**src/rtl/cpu_pkg.sv**
```systemverilog
`default_nettype none
// ============================================================================
// Module   : cpu_pkg
// Brief    : Shared types and widths for the CPU front end.
// Revision : 1.0 - initial release
// ============================================================================
package cpu_pkg;

    typedef enum logic [1:0] {
        F_IDLE   = 2'd0,
        F_RUN    = 2'd1,
        F_HALTED = 2'd2
    } fetch_state_t;

    localparam int PC_W   = 8;
    localparam int INST_W = 9;

endpackage : cpu_pkg
`default_nettype wire

```
**src/rtl/sat_counter.sv**
```systemverilog
`default_nettype none
// ============================================================================
// Module   : sat_counter
// Brief    : Up-counter that sticks at its all-ones value instead of wrapping.
// Revision : 1.0 - initial release
// ============================================================================
module sat_counter #(
    parameter int W = 16
) (
    input  logic         clk,
    input  logic         rst,
    input  logic         clear,
    input  logic         enable,
    output logic [W-1:0] value
);

    localparam logic [W-1:0] c_MAX = {W{1'b1}};
    localparam logic [W-1:0] c_ONE = {{(W-1){1'b0}}, 1'b1};

    logic [W-1:0] r_value;

    // Clear outranks enable so a restart always begins from zero.
    always_ff @(posedge clk) begin
        if (rst) begin
            r_value <= '0;
        end else if (clear) begin
            r_value <= '0;
        end else if (enable && (r_value != c_MAX)) begin
            r_value <= r_value + c_ONE;
        end
    end

    assign value = r_value;

endmodule : sat_counter
`default_nettype wire

```
**src/rtl/inst_fetch.sv**
```systemverilog
`default_nettype none
// ============================================================================
// Module   : inst_fetch
// Brief    : Program counter and fetch sequencing (IDLE / RUN / HALTED) with
//            branch redirect, stall and a saturating fetch counter.
// Revision : 1.0 - initial release
// ============================================================================
module inst_fetch #(
    parameter int              PC_W       = 8,
    parameter logic [PC_W-1:0] START_ADDR = '0,
    parameter int              CNT_W      = 16
) (
    input  logic             CLK,
    input  logic             reset,
    input  logic             Start,
    input  logic             Halt,
    input  logic             Stall,
    input  logic             BranchTaken,
    input  logic [PC_W-1:0]  BranchTarget,
    output logic [PC_W-1:0]  InstAddress,
    output logic             Running,
    output logic             Done,
    output logic [CNT_W-1:0] FetchCount
);

    import cpu_pkg::*;

    localparam logic [PC_W-1:0] c_PC_ONE = {{(PC_W-1){1'b0}}, 1'b1};

    fetch_state_t    r_state;
    fetch_state_t    w_state_next;
    logic [PC_W-1:0] r_pc;
    logic [PC_W-1:0] w_pc_next;
    logic            r_running;
    logic            r_done;
    logic            w_cnt_clear;
    logic            w_cnt_en;

    // State, PC and status flags; flags are derived from next state so they
    // line up with the state they describe without a combinational output path.
    always_ff @(posedge CLK) begin
        if (reset) begin
            r_state   <= F_IDLE;
            r_pc      <= START_ADDR;
            r_running <= 1'b0;
            r_done    <= 1'b0;
        end else begin
            r_state   <= w_state_next;
            r_pc      <= w_pc_next;
            r_running <= (w_state_next == F_RUN);
            r_done    <= (w_state_next == F_HALTED);
        end
    end

    // Next-state and next-PC priority mux: Start > Halt > Stall > Branch > +1.
    always_comb begin
        w_state_next = r_state;
        w_pc_next    = r_pc;
        w_cnt_clear  = 1'b0;
        w_cnt_en     = 1'b0;
        case (r_state)
            F_IDLE, F_HALTED: begin
                if (Start) begin
                    w_state_next = F_RUN;
                    w_pc_next    = START_ADDR;
                    w_cnt_clear  = 1'b1;
                end
            end
            F_RUN: begin
                if (Start) begin
                    w_pc_next   = START_ADDR;
                    w_cnt_clear = 1'b1;
                end else if (Halt) begin
                    w_state_next = F_HALTED;
                end else if (Stall) begin
                    w_pc_next = r_pc;
                end else if (BranchTaken) begin
                    w_pc_next = BranchTarget;
                    w_cnt_en  = 1'b1;
                end else begin
                    w_pc_next = r_pc + c_PC_ONE;
                    w_cnt_en  = 1'b1;
                end
            end
            default: begin
                w_state_next = F_IDLE;
                w_pc_next    = START_ADDR;
            end
        endcase
    end

    sat_counter #(
        .W (CNT_W)
    ) u_fetch_cnt (
        .clk    (CLK),
        .rst    (reset),
        .clear  (w_cnt_clear),
        .enable (w_cnt_en),
        .value  (FetchCount)
    );

    assign InstAddress = r_pc;
    assign Running     = r_running;
    assign Done        = r_done;

endmodule : inst_fetch
`default_nettype wire

```
**config.mk**
```make
export PLATFORM = sky130hd
export DESIGN_NAME = inst_fetch
export DESIGN_NICKNAME = d
export VERILOG_FILES = /design/src/rtl/cpu_pkg.sv /design/src/rtl/sat_counter.sv /design/src/rtl/inst_fetch.sv
export SDC_FILE = /design/constraint.sdc
export NUM_CORES = 1
export LEC_CHECK = 0
export CAP_MARGIN = 20
export CORE_ASPECT_RATIO = 0.6
export CORE_MARGIN = 4
export CORE_UTILIZATION = 33
export DETAILED_ROUTE_END_ITERATION = 7
export SLEW_MARGIN = 10
export SYNTH_ARGS = -nofsm -noshare
export SYNTH_HDL_FRONTEND = slang
export SYNTH_SLANG_ARGS = --single-unit
```
**constraint.sdc**
```tcl
create_clock -name CLK -period 3.4 [get_ports CLK]
set_input_delay 0.51 -clock CLK [delete_from_list [all_inputs] [get_ports CLK]]
set_output_delay 0.51 -clock CLK [all_outputs]
set_load 0.01 [all_outputs]
```
==> flow_metrics.py, run 1 <==
metrics = {
    "worst_setup_path": {
        "timing.critical_path.slowest_stage_cell": "clkdlybuf4s50_1",
        "worst_ep_required_time_ns": 3.61,
        "critical_path.startpoint_type": "primary input",
        "category_of_the_critical_setup_timing_path": "in -> reg",
        "critical_path.max_fanout": 8,
        "worstPathCellList": "clkdlybuf4s50_1 > nor2_1 > nand3_2 > or4_1 > a21oi_1",
        "arrival_ns": 2.40,
        "critical_path.max_stage_delay_ns": 0.55,
        "setup.worst_path.end_class": "flop",
    },
    "place": {
        "gp_congestion": 0.810,
        "number_of_cells_after_detailed_placement": 281,
        "dpl.hpwl_mm": 3.13,
        "place_worst_setup_slack_ns": 0.959,
        "portBuffers": 39,
    },
    "power": {
        "power-per-cell-area_nw_per_um2": 315,
        "vdd_ir_drop_max_mv": 0.201,
        "static_leakage_nw": 0.628,
    },
    "detailed_routing": {
        "num_vias": 1574,
        "drtPass1Iterations": 4,
        "postRouteAntennaNets": 0,
        "drt_wl_total_mm": 4.13,
        "dr.first_iter.drc_count": 73,
        "drt-wirelength-per-cell_um": 14.5,
        "route.detailed.drc": 0,
        "detail_route.vias_per_cell": 5.52,
    },
    "global_route": {
        "largest_net_degree_at_the_start_of_global_routing": 17,
        "grt_pass1_vias": 1318,
        "grt_first_pass_wirelength_mm": 6.76,
        "overflow": 0,
        "gr-usage-all-layers_pct": 14.0,
        "grt_antenna_before_repair": 0,
    },
    "sta": {
        "min_period_ns": 2.19,
        "post-route-period-util_pct": 64.5,
        "final_hold_viol_count": 0,
        "final-max-slew-violation-count": 0,
        "achievable-frequency_mhz": 456,
        "finClkSkew_ns": 0.00993,
        "final.setup.worst_slack_ns": 1.21,
        "rsz0062_at_grt": "no",
        "setup_violations": 0,
        "slew-limit-headroom_pct": 48.0,
        "timing.setup.tns_ns": 0,
        "holdWs_ns": 0.492,
        "tightestPinTransition_ns": 0.779,
    },
    "floorplan": {
        "core_um2": 4590,
        "floorplan.io_pins": 40,
        "die_h_um": 61.5,
        "design.die.area_um2": 5980,
        "fp-row-count": 19,
        "initial_core_util_pct": 34.3,
        "die_w_um": 97.2,
    },
    "clock_tree": {
        "h-tree-depth": 1,
        "postCtsSetupBuffers": 0,
        "clock-root-buffer": "clkbuf_8",
        "tritoncts.num_buffers": 3,
        "clk_latency_ns": 0.28,
        "maximum_clock_path_buffer_count": 2,
        "clock_sink_count": 28,
        "tritoncts": "built",
        "cts.hold.buffers_added": 0,
        "clk_transition_reported_paths_ns": 0.10,
        "cts_resized": 0,
    },
    "layout": {
        "fillers": 466,
        "layoutNonFillerInstCount": 285,
        "area_growth_from_synthesis_to_final_layout_pct": 33.1,
        "diodes": 0,
        "nets": 239,
        "post_route_cells_drive_above_1_share_pct": 7.66,
    },
    "min_path": {
        "class_of_the_tightest_hold_or_removal_check": "reg -> reg",
    },
    "run_status": {
        "status": "completed",
    },
    "yosys": {
        "yosysMostFrequentCell": "dfxtp_1",
        "synth_ff_type": "dfxtp_1",
        "avgSynthCellArea_um2": 8.51,
        "ys_types": 50,
        "synth_area_leaders": "dfxtp_1 36%, a21oi_1 6.0%, nand2_1 4.5%, mux2i_1 4.4%, o31ai_1 3.3%",
        "synth-edff-count": 0,
        "ys_seq_area_share_pct": 35.6,
        "synth_top_area_cell": "dfxtp_1",
        "netlist_top_cells_count": "28 x dfxtp_1, 19 x a21oi_1, 19 x nand2_1, 10 x nand3_1",
        "synth_async_sr_flop_share_pct": 0,
        "postSynthNetCount": 201,
        "yosysWarningCount": 0,
        "postSynthRegisterBits": 28,
        "synth_top_area_share_pct": 35.6,
        "summed_instance_area_of_the_synthesized_netlist_um2": 1580,
        "syn-instance-count": 185,
    },
    "flow_run": {
        "drv_cap": 0,
    },
}
-- worst paths after layout --
kind	startpoint	to	slack (ns)	cells after the start
setup reg to reg	u_fetch_cnt.value[0]$_SDFFE_PP0P_	u_fetch_cnt.value[12]$_SDFFE_PP0P_	1.43	5
setup / recovery	Halt	u_fetch_cnt.value[4]$_SDFFE_PP0P_	1.21	5
hold reg to reg	u_fetch_cnt.value[13]$_SDFFE_PP0P_	u_fetch_cnt.value[13]$_SDFFE_PP0P_	0.49	2
hold / removal	u_fetch_cnt.value[13]$_SDFFE_PP0P_	u_fetch_cnt.value[13]$_SDFFE_PP0P_	0.49	2
-- sequential cells by signal (all words and copies together) (netlist names) --
name	count
Running	1
Done	1
r_state	2
u_fetch_cnt.value	16
InstAddress	8
-- metal layers --
metal  GRT usage [%]  up-vias  routed length [µm]
met5               0        -                   0
met3            4.19        4                 224
met1            21.7      748                2260
met4            2.40        0                  17
li1                -      792                   -
met2            18.8       30                1630
-- placed cells by master, fill, tap and decap left out, types with 3 or more instances in the layout --
master,instances
a211oi_1,5
a21oi_1,19
clkbuf_8,3
clkdlybuf4s50_1,39
dfxtp_1,28
inv_1,5
mux2i_1,7
nand2_1,19
nand2b_1,5
nand3_1,10
nand4_1,3
nor2_1,7
nor3_1,6
nor4_1,3
o21ai_0,6
o31a_1,3
o31ai_1,7
or4_1,6
-- final cells by class --
type,count,area [µm²],area share (%)
sequential,28,561,26.7
inverter,5,18.8,0.895
tap,63,78.8,3.76
clock buffer,3,41.3,1.97
clock inverter,1,30.0,1.43
timing repair buffer,41,405,19.3
multi-input combinational,144,962,45.9
-- kinds of logic after synthesis --
| kind of cell | count (synthesis) | synth area share, % |
|---|---|---|
| adders and majority gates | 2 | 1.59 |
| and+or+nand+nor | 78 | 30.1 |
| DFF | 28 | 35.6 |
| buffers and inverters | 13 | 3.34 |
| AOI/OAI and AO/OA | 56 | 24.2 |
| muxes | 8 | 5.16 |
-- worst max-delay path, delay by kind of cell --
kind	cells	cell delay (ns)
AO/OA/AOI/OAI	1	0.15
buffers and inverters	1	0.55
AND/OR/NAND/NOR	3	1.18
-- stage by stage --
step / power (mW) / utilization (%) / instance area, µm²
after floorplan: 0.374 / - / 1580
after global routing: 0.689 / 45.7 / 2100
after CTS: 0.669 / 45.7 / 2100
after detailed placement: 0.402 / 44.2 / 2030
final: 0.661 / 45.7 / 2100
after global placement: 0.403 / 44.2 / 2030
-- power breakdown --
part	internal [mW]	switching, mW	leakage, nW
combinational	0.0302	0.0300	0.366
sequential	0.331	0.00402	0.226
clock	0.158	0.108	0.0357
No activity file was read; power rests on OpenSTA's default activity.
==> run 2, diff against run 1 <==
==> constraint.sdc (replaced) <==
create_clock -name CLK -period 2 [get_ports CLK]
set_input_delay 0.3 -clock CLK [delete_from_list [all_inputs] [get_ports CLK]]
set_output_delay 0.3 -clock CLK [all_outputs]
set_load 0.01 [all_outputs]
==> flow_metrics.py, run 2 (synthesis gave the netlist of run 1 again) <==
metrics = {
    "run_status": {
        "status": "completed",
    },
    "detailed_routing": {
        "num_vias": 1617,
        "drtPass1Iterations": 4,
        "postRouteAntennaNets": 0,
        "detail_route.vias_per_cell": 5.28,
        "drt_wl_total_mm": 4.34,
        "dr.first_iter.drc_count": 78,
        "drt-wirelength-per-cell_um": 14.2,
        "route.detailed.drc": 0,
    },
    "power": {
        "vdd_ir_drop_max_mv": 0.212,
        "power-per-cell-area_nw_per_um2": 467,
        "static_leakage_nw": 0.721,
        "power.total_mw": 1.05,
    },
    "clock_tree": {
        "tritoncts.num_buffers": 3,
        "tritoncts": "built",
        "maximum_clock_path_buffer_count": 2,
        "clk_transition_reported_paths_ns": 0.10,
        "clk_latency_ns": 0.27,
        "postCtsSetupBuffers": 0,
        "h-tree-depth": 1,
        "clock_sink_count": 28,
        "clock-root-buffer": "clkbuf_8",
    },
    "sta": {
        "min_period_ns": 1.82,
        "final-max-slew-violation-count": 0,
        "achievable-frequency_mhz": 549,
        "rsz0062_at_grt": "no",
        "post-route-period-util_pct": 91.1,
        "setup_violations": 0,
        "final_hold_viol_count": 0,
        "slew-limit-headroom_pct": 63.5,
        "tightestPinTransition_ns": 0.542,
        "finClkSkew_ns": 0.00184,
        "final.setup.worst_slack_ns": 0.177,
    },
    "min_path": {
        "class_of_the_tightest_hold_or_removal_check": "reg -> reg",
    },
    "flow_run": {
        "drv_cap": 0,
    },
    "layout": {
        "post_route_cells_drive_above_1_share_pct": 16.0,
        "area_growth_from_synthesis_to_final_layout_pct": 42.3,
        "diodes": 0,
        "nets": 260,
        "largest_reg_flops": 16,
        "layout.cells.most_common": "clkdlybuf4s50_1",
        "layoutNonFillerInstCount": 306,
        "ff_latch_area_um2": 561,
        "fillers": 452,
        "multi_input_comb_area_um2": 965,
        "layout_common_cells": "39 x clkdlybuf4s50_1, 28 x dfxtp_1, 23 x buf_4, 19 x nand2_1, 19 x a21oi_1",
    },
    "floorplan": {
        "fp-row-count": 19,
        "core_um2": 4590,
        "die_h_um": 61.5,
        "die_w_um": 97.2,
        "floorplan.io_pins": 40,
        "design.die.area_um2": 5980,
        "initial_core_util_pct": 34.3,
    },
    "global_route": {
        "gr-usage-all-layers_pct": 14.7,
        "grt_pass1_vias": 1441,
        "grt_antenna_before_repair": 0,
        "grt_first_pass_wirelength_mm": 7.09,
        "overflow": 0,
        "largest_net_degree_at_the_start_of_global_routing": 16,
    },
    "worst_setup_path": {
        "ff2ff_setup_slack_ns": 0.20,
        "critical_path.startpoint_type": "primary input",
        "worst_ep_required_time_ns": 2.22,
        "arrival_ns": 2.04,
        "critical_path.max_fanout": 7,
        "category_of_the_critical_setup_timing_path": "in -> reg",
        "setup.worst_path.end_class": "flop",
    },
    "place": {
        "number_of_cells_after_detailed_placement": 302,
        "portBuffers": 39,
        "gp_congestion": 0.868,
        "dpl.hpwl_mm": 3.33,
        "place_worst_setup_slack_ns": -0.0929,
    },
}
run 2: cell types whose count changed in the layout (fill, tap and decap cells not counted):
cell | before | now
buf_4 | 2 | 23
bufinv_16 | 1 | 0
clkbuf_8 | 3 | 4
ha_1 | 2 | 1
ha_2 | 0 | 1
run 2: report_power, final:
group / switching (mW) / total, mW / internal (mW)
registers: 0.00658 / 0.569 / 0.563
logic: 0.0546 / 0.121 / 0.0660
clock network: 0.180 / 0.357 / 0.176
run 2: cell type report:
cell class,count,area share [%]
tap,63,3.52
timing repair buffer,62,25.1
clock buffer,4,2.46
multi-input combinational,144,43.0
sequential,28,25.0
inverter,5,0.838
run 2: path summary, 6_finish.rpt:
| path | cells past startpoint | to | start |
|---|---|---|---|
| worst max-delay path | 5 | u_fetch_cnt.value[4]$_SDFFE_PP0P_ | Start |
| worst min-delay path | 2 | u_fetch_cnt.value[13]$_SDFFE_PP0P_ | u_fetch_cnt.value[13]$_SDFFE_PP0P_ |
| worst min register to register | 2 | u_fetch_cnt.value[13]$_SDFFE_PP0P_ | u_fetch_cnt.value[13]$_SDFFE_PP0P_ |
| worst max register to register | 5 | u_fetch_cnt.value[12]$_SDFFE_PP0P_ | u_fetch_cnt.value[0]$_SDFFE_PP0P_ |
run 2: metal layers:
layer	up-vias	wire length, µm	track usage (%)	part of all wire, %
li1	828	-	-	-
met1	758	2480	23.2	57
met2	31	1700	20.5	39
met3	0	162	3.05	3.7
met4	0	0	1.80	0
met5	-	0	0	0
run 2: critical path: stages:
cell	delay, ns
clkdlybuf4s50_1	0.55
nor3b_4	0.35
nand3_2	0.17
or4_1	0.52
a21oi_1	0.14
run 2: per-stage QoR:
step	util, %	hold slack [ns]	TNS, ns	area, µm²
finish	48.8	0.522	0	2240
global route	48.8	0.545	0	2240
CTS	48.8	0.515	0	2240
detailed placement	47.6	0.495	-0.633	2180
global placement	47.6	0.497	-0.633	2180
floorplan	-	0.469	0	1580
run 2: repair_timing:
item / in CTS / in global routing
gates resized for setup: 0 / 1
hold buffers: 0 / 0
setup endpoints to repair: 0 / 1
